### src/rtl/vx_commit_buffer_pkg.sv
// Shared constants and types for the commit buffer: packet width, framing bit
// positions, performance counter width and the input framing state enum.
package vx_commit_buffer_pkg;

   localparam int COMMIT_DATAW  = 64;
   localparam int EOP_BIT       = 0;
   localparam int SOP_BIT       = 1;
   localparam int PERF_CTR_BITS = 32;

   typedef enum logic {
      CLOSED = 1'b0,
      OPEN   = 1'b1
   } frame_state_e;

endpackage

### src/rtl/vx_commit_buffer_mem.sv
// DEPTH x DATAW storage for the commit buffer: one synchronous write port and
// one combinational read port.
module vx_commit_buffer_mem #(
   parameter  int DATAW = 64,
   parameter  int DEPTH = 4,
   localparam int PW    = $clog2(DEPTH)
) (
   input  logic             clk,
   input  logic             wr_en,
   input  logic [PW-1:0]    wr_addr,
   input  logic [DATAW-1:0] wr_data,
   input  logic [PW-1:0]    rd_addr,
   output logic [DATAW-1:0] rd_data
);

   logic [DATAW-1:0] mem [DEPTH];

   always_ff @(posedge clk) begin
      if (wr_en) begin
         mem[wr_addr] <= wr_data;
      end
   end

   assign rd_data = mem[rd_addr];

endmodule

### src/rtl/vx_commit_buffer.sv
// Elastic result buffer between an execute unit and its commit port, with
// sop/eop framing check. Optional stall counters under COMMIT_BUF_PERF_EN.
//
// Handshake: a transfer happens on a cycle where valid and ready are both high;
// valid never waits on ready, and in_ready/out_* are registered (no in-to-out or
// out_ready-to-in_ready combinational path).
module vx_commit_buffer
   import vx_commit_buffer_pkg::*;
#(
   parameter  int DATAW = COMMIT_DATAW,
   parameter  int DEPTH = 4,
   parameter  int AFULL = 3,
   localparam int CW    = $clog2(DEPTH + 1),
   localparam int PW    = $clog2(DEPTH)
) (
   input  logic             clk,
   input  logic             reset_n,
   input  logic             in_valid,
   input  logic [DATAW-1:0] in_data,
   output logic             in_ready,
   output logic             out_valid,
   output logic [DATAW-1:0] out_data,
   input  logic             out_ready,
   output logic [CW-1:0]    count,
   output logic [CW-1:0]    instr_count,
   output logic             almost_full,
   output logic             frame_err,
   output frame_state_e     frame_state
`ifdef COMMIT_BUF_PERF_EN
   ,
   output logic [PERF_CTR_BITS-1:0] perf_stall_in,
   output logic [PERF_CTR_BITS-1:0] perf_stall_out
`endif
);

   if (DEPTH < 2 || (DEPTH & (DEPTH - 1)) != 0) begin : g_bad_depth
      $error("vx_commit_buffer: DEPTH must be a power of two >= 2");
   end
   if (AFULL < 1 || AFULL > DEPTH) begin : g_bad_afull
      $error("vx_commit_buffer: AFULL must be in 1..DEPTH");
   end

   logic             push, pop;
   logic             head_load, head_take_mem, head_take_in, mem_wr, mem_empty;
   logic [PW-1:0]    wr_ptr, rd_ptr;
   logic [DATAW-1:0] mem_rd_data;
   logic [CW-1:0]    count_next, instr_next;
   frame_state_e     frame_next;
   logic             err_set;

   assign push = in_valid & in_ready;
   assign pop  = out_valid & out_ready;

   // The memory only holds entries behind the head register, so it never
   // exceeds DEPTH-1 entries and pointer equality alone means empty.
   assign mem_empty     = (wr_ptr == rd_ptr);
   assign head_load     = !out_valid | out_ready;
   assign head_take_mem = head_load & !mem_empty;
   assign head_take_in  = head_load & mem_empty & push;
   assign mem_wr        = push & !head_take_in;

   assign count_next = count + CW'(push) - CW'(pop);
   assign instr_next = instr_count + CW'(push & in_data[EOP_BIT])
                                   - CW'(pop & out_data[EOP_BIT]);

   vx_commit_buffer_mem #(
      .DATAW (DATAW),
      .DEPTH (DEPTH)
   ) u_mem (
      .clk     (clk),
      .wr_en   (mem_wr),
      .wr_addr (wr_ptr),
      .wr_data (in_data),
      .rd_addr (rd_ptr),
      .rd_data (mem_rd_data)
   );

   always_ff @(posedge clk or negedge reset_n) begin
      if (!reset_n) begin
         wr_ptr      <= '0;
         rd_ptr      <= '0;
         out_valid   <= 1'b0;
         out_data    <= '0;
         count       <= '0;
         instr_count <= '0;
         in_ready    <= 1'b1;
         almost_full <= 1'b0;
      end else begin
         if (mem_wr) begin
            wr_ptr <= wr_ptr + PW'(1);
         end
         if (head_take_mem) begin
            out_data  <= mem_rd_data;
            out_valid <= 1'b1;
            rd_ptr    <= rd_ptr + PW'(1);
         end else if (head_take_in) begin
            out_data  <= in_data;
            out_valid <= 1'b1;
         end else if (head_load) begin
            out_valid <= 1'b0;
         end
         count       <= count_next;
         instr_count <= instr_next;
         in_ready    <= (count_next < CW'(DEPTH));
         almost_full <= (count_next >= CW'(AFULL));
      end
   end

   // Framing follows the accepted input stream; the next state always tracks
   // the pushed packet's eop, errors are flagged but the packet is still kept.
   always_comb begin
      frame_next = frame_state;
      err_set    = 1'b0;
      if (push) begin
         case (frame_state)
            CLOSED: begin
               err_set    = !in_data[SOP_BIT];
               frame_next = in_data[EOP_BIT] ? CLOSED : OPEN;
            end
            OPEN: begin
               err_set    = in_data[SOP_BIT];
               frame_next = in_data[EOP_BIT] ? CLOSED : OPEN;
            end
            default: begin
               frame_next = CLOSED;
            end
         endcase
      end
   end

   always_ff @(posedge clk or negedge reset_n) begin
      if (!reset_n) begin
         frame_state <= CLOSED;
         frame_err   <= 1'b0;
      end else begin
         frame_state <= frame_next;
         frame_err   <= frame_err | err_set;
      end
   end

`ifdef COMMIT_BUF_PERF_EN
   always_ff @(posedge clk or negedge reset_n) begin
      if (!reset_n) begin
         perf_stall_in  <= '0;
         perf_stall_out <= '0;
      end else begin
         if (in_valid & !in_ready) begin
            perf_stall_in <= perf_stall_in + PERF_CTR_BITS'(1);
         end
         if (out_valid & !out_ready) begin
            perf_stall_out <= perf_stall_out + PERF_CTR_BITS'(1);
         end
      end
   end
`endif

endmodule
### config.mk
export PLATFORM = sky130hd
export DESIGN_NAME = vx_commit_buffer
export DESIGN_NICKNAME = d
export VERILOG_FILES = /design/src/rtl/vx_commit_buffer_pkg.sv /design/src/rtl/vx_commit_buffer_mem.sv /design/src/rtl/vx_commit_buffer.sv
export SDC_FILE = /design/constraint.sdc
export NUM_CORES = 1
export LEC_CHECK = 0
export BUFFER_PORTS_ARGS = -buffer_cell sky130_fd_sc_hd__buf_2
export CAP_MARGIN = 0
export CORE_MARGIN = 10
export CORE_UTILIZATION = 53
export DETAILED_ROUTE_END_ITERATION = 16
export HOLD_SLACK_MARGIN = 0.06
export MAX_ROUTING_LAYER = met4
export PLACE_DENSITY = 0.83
export SYNTH_ARGS = -nofsm -noshare
export SYNTH_HDL_FRONTEND = slang
export SYNTH_HIERARCHICAL = 1
export SYNTH_SLANG_ARGS = --single-unit
### constraint.sdc
create_clock -name clk -period 6.8 [get_ports clk]
set_clock_uncertainty 0.2 [all_clocks]
set_input_delay 0.68 -clock clk [delete_from_list [all_inputs] [get_ports clk]]
set_output_delay 0.68 -clock clk [all_outputs]
set_load 0.005 [all_outputs]
==> impl_results.md <==
* Outcome: finished clean
* Clock Latency Late Sink at 550 ps
* Syn Nets at 851
* Drc violations at 0
* Power Density at 467 nW/um^2
* FF+latch area at 9670 um^2
* Mapped Area at 13600 um^2
* Setup Buffers After CTS at 0
* Post-synthesis sequential element count at 335
* Hold_ws at 162 ps
* Clock share of power at 24.8%
* H-tree lvl count at 1
* Cell taking the most area after synthesis: edfxtp_1
* FP Rows at 58
* CP Class: flop to flop
* GRT overflow at 0
* Die W at 180 um
* Sw Share at 33.9%
* GPL Wtd Cong at 0.745
* # setup viols final at 0
* Via density at roughly 6.3
* Post-layout nets at 967
* Die area at roughly 33000 um^2
* First-pass GRT wire length at 49.5 mm
* Pint at 4.79 mW
* Hold Path Stages at 1
* Register share of total power at 42.3%
* Distinct cells, synth at 37
* Final-layout fill cell count at 1780
* Final-report max-slew violation count at 0
* Period utilization at 54.2%
* Layout cells sized above 1 at 31.3%
* Multi-input logic area at 3500 um^2
* Worst-margin pin slew at 1160 ps
* Sw Pwr at roughly 2.5 mW
* TNS Setup at 0 ps
* WP data required at 7050 ps
* Post-synth top cells: edfxtp_1 (256), dfrtp_1 (78), nand3_1 (64)
* Critical path's slowest cell: buf_4
* Max Freq at 271 MHz
* Worst EP arrival at 3930 ps
* Max_cap viols at 0
* Synth Area per Inst at roughly 18 um^2
* Ys flop type: edfxtp_1
* WHS Endpoint: u_mem/mem[0][19]$_DFFE_PP_
* Die Height at 180 um
* Area of the core at 25300 um^2
* Tot GR Track Use at between 10% and 20%
* Buffers plus inverters on the worst setup path at 4
* Root buf cell: clkbuf_16
* Max VDD drop at 498 uV
* Comb pwr share at between 30% and 40%
* Gate Count Post-Synth at 777
* Routed Antenna Nets at 0
* EDFF count, synth at 256
* Routed wire length at 31.6 mm
* Num CTS Buffers at 31
* PostCTS Resize Cnt at 0
* RSZ-0062 raised after global routing: no
* Synth-to-Final Area Change at 13.5%
* Via count at 7905
* Initial antenna violation count at 2
* CTS tree: done
* CP Launch Type: flop
* IO Port Bufs at 142
* Largest net degree at the start of global routing at 94
* WL/cell at 25.3 um
* Minimum clock period at 3690 ps
* Area fraction of the dominant cell type after synthesis at a little under three fifths
* Placed wire-length estimate at 17.5 mm
* Clock slew at reported path FFs at 70 ps
* Worst Hold Launch: in_data[19]
* DR pass1 iterations at 5
* Worst-path maximum fanout at 68
* Worst reg2reg path depth at 11
* Asr flop ratio synth at 23.6%
* CTS sink cnt at 335
* I/O pin count at 143
* Ranking of synthesized cells by area: edfxtp_1 (56%), dfrtp_1 (14%), mux4_2 (9.9%), a211oi_1 (2.8%), a31oi_1 (2.8%)
* Detailed Route Iter0 Violations at 1025
* Cell chain of the critical path: and2_2, buf_4, inv_2, buf_4, ha_1, inv_1, ha_1, fa_1, xnor2_1, xnor2_1, a21o_1
* Internal reg-to-reg setup slack at 3110 ps
* Final Hold Viols at 0
* Initial Util at 54.0%
* CP peak stage delay at 650 ps
* Most frequent cell after synthesis: edfxtp_1
* Worst Hold Class: input port to flop
* Family with the most delay on the worst path: buffers and inverters
* Static Leak at 5.24 nW
* Synthesis Warnings at 6
* Vias in the first global route at just over 8000
* RR Startpoint: in_ready$_DFF_PN1_
* Hold buffers post-CTS at 1
* CTS max path bufs at 3
* Seq/Total Area, Yosys at 70.8%
* Crit path capture type: flop
* Worst R2R End: almost_full$_DFF_PN0_
* Slew headroom at between 20% and 30%
worst reg2reg max path, stage by stage (launching register included):
cell and delay, ps:
dfstp_2 560, and2_2 140, buf_4 650, inv_2 150, buf_4 390, ha_1 400, inv_1 40, ha_1 180
fa_1 380, xnor2_1 210, xnor2_1 130, a21o_1 170
registers in the layout (all words and copies together) (netlist names):
register,count
u_mem/mem,256
out_data,64
count,3
instr_count,3
rd_ptr,2
wr_ptr,2
almost_full,1
frame_err,1
frame_state,1
in_ready,1
out_valid,1
power by group through the flow:
| stage | Combinational (mW) | Sequential (mW) | Clock (mW) |
|---|---|---|---|
| after detailed placement | 2.37 | 3.10 | 0 |
| after floorplan | 1.87 | 2.95 | 0 |
| final | 2.39 | 3.06 | 1.79 |
| after global routing | 2.58 | 3.12 | 1.90 |
| after global placement | 2.32 | 3.07 | 0 |
| after CTS | 2.40 | 3.07 | 1.82 |
kinds of logic (layout without fill, tap and decap cells):
family / after synthesis / count (layout) / share of synthesized area (%)
fa+ha+maj: 6 / 6 / 0.660
buf+inv: 80 / 219 / 3.93
compound gates: 202 / 202 / 9.98
xor+xnor: 13 / 13 / 0.999
flops: 335 / 335 / 70.8
simple gates: 77 / 77 / 2.93
other cells: 0 / 2 / 0
mux: 64 / 64 / 10.7
stage by stage:
step | setup WS [ps] | power, mW | util (%) | std cells | area [um^2]
5_1_grt | 2920 | 7.60 | 61.4 | 1248 | 15500
4_1_cts | 3160 | 7.30 | 61.3 | 1246 | 15500
6_report | 3110 | 7.24 | 61.4 | 1248 | 15500
3_3_place_gp | 3080 | 5.39 | 57.1 | 1189 | 14400
2_1_floorplan | 2290 | 4.82 | - | 777 | 13700
3_5_place_dp | 2950 | 5.47 | 57.1 | 1189 | 14400
area by class of cell:
cell class                      instances  area share [%]
Clock buffer                           41            5.51
Inverter                                9           0.218
Timing Repair Buffer                  154            5.20
Antenna cell                            2          0.0323
Tap cell                              330            2.66
Clock inverter                         15            1.34
Multi-Input combinational cell        362            22.6
Sequential cell                       335            62.4
cells in the final DEF (no fill, tap or decap), drive strengths merged, types with 3 or more instances in the layout:
master,n
clkinv,6
a31oi,62
a32oi,3
dfrtp,78
a211oi,61
a21boi,3
buf,153
mux4,64
o21ai,63
ha,4
nand3,64
nand2,3
clkinvlp,3
edfxtp,256
o211ai,7
inv,10
clkbuf,41
bufinv,5
xnor2,11
per-layer routing:
layer / GRT usage [%] / vias to the layer above / wire length, um
met5: - / - / 0
met4: 5.18 / 0 / 676
met3: 3.86 / 55 / 2470
met2: 31.1 / 404 / 15700
met1: 25.1 / 4050 / 12700
li1: - / 3396 / -
worst max-delay path by stage:
stage | start | to | slack (ps) | cells after the start
2_1_floorplan | out_ready | u_mem/mem[0][0]$_DFFE_PP_ | 2290 | 5
3_3_place_gp | in_valid | almost_full$_DFF_PN0_ | 3080 | 12
3_5_place_dp | in_valid | almost_full$_DFF_PN0_ | 2950 | 12
4_1_cts | in_ready$_DFF_PN1_ | almost_full$_DFF_PN0_ | 3160 | 11
5_1_grt | in_ready$_DFF_PN1_ | almost_full$_DFF_PN0_ | 2920 | 11
6_report | in_ready$_DFF_PN1_ | almost_full$_DFF_PN0_ | 3110 | 11
Note: power is estimated with default switching activity, not from simulation.
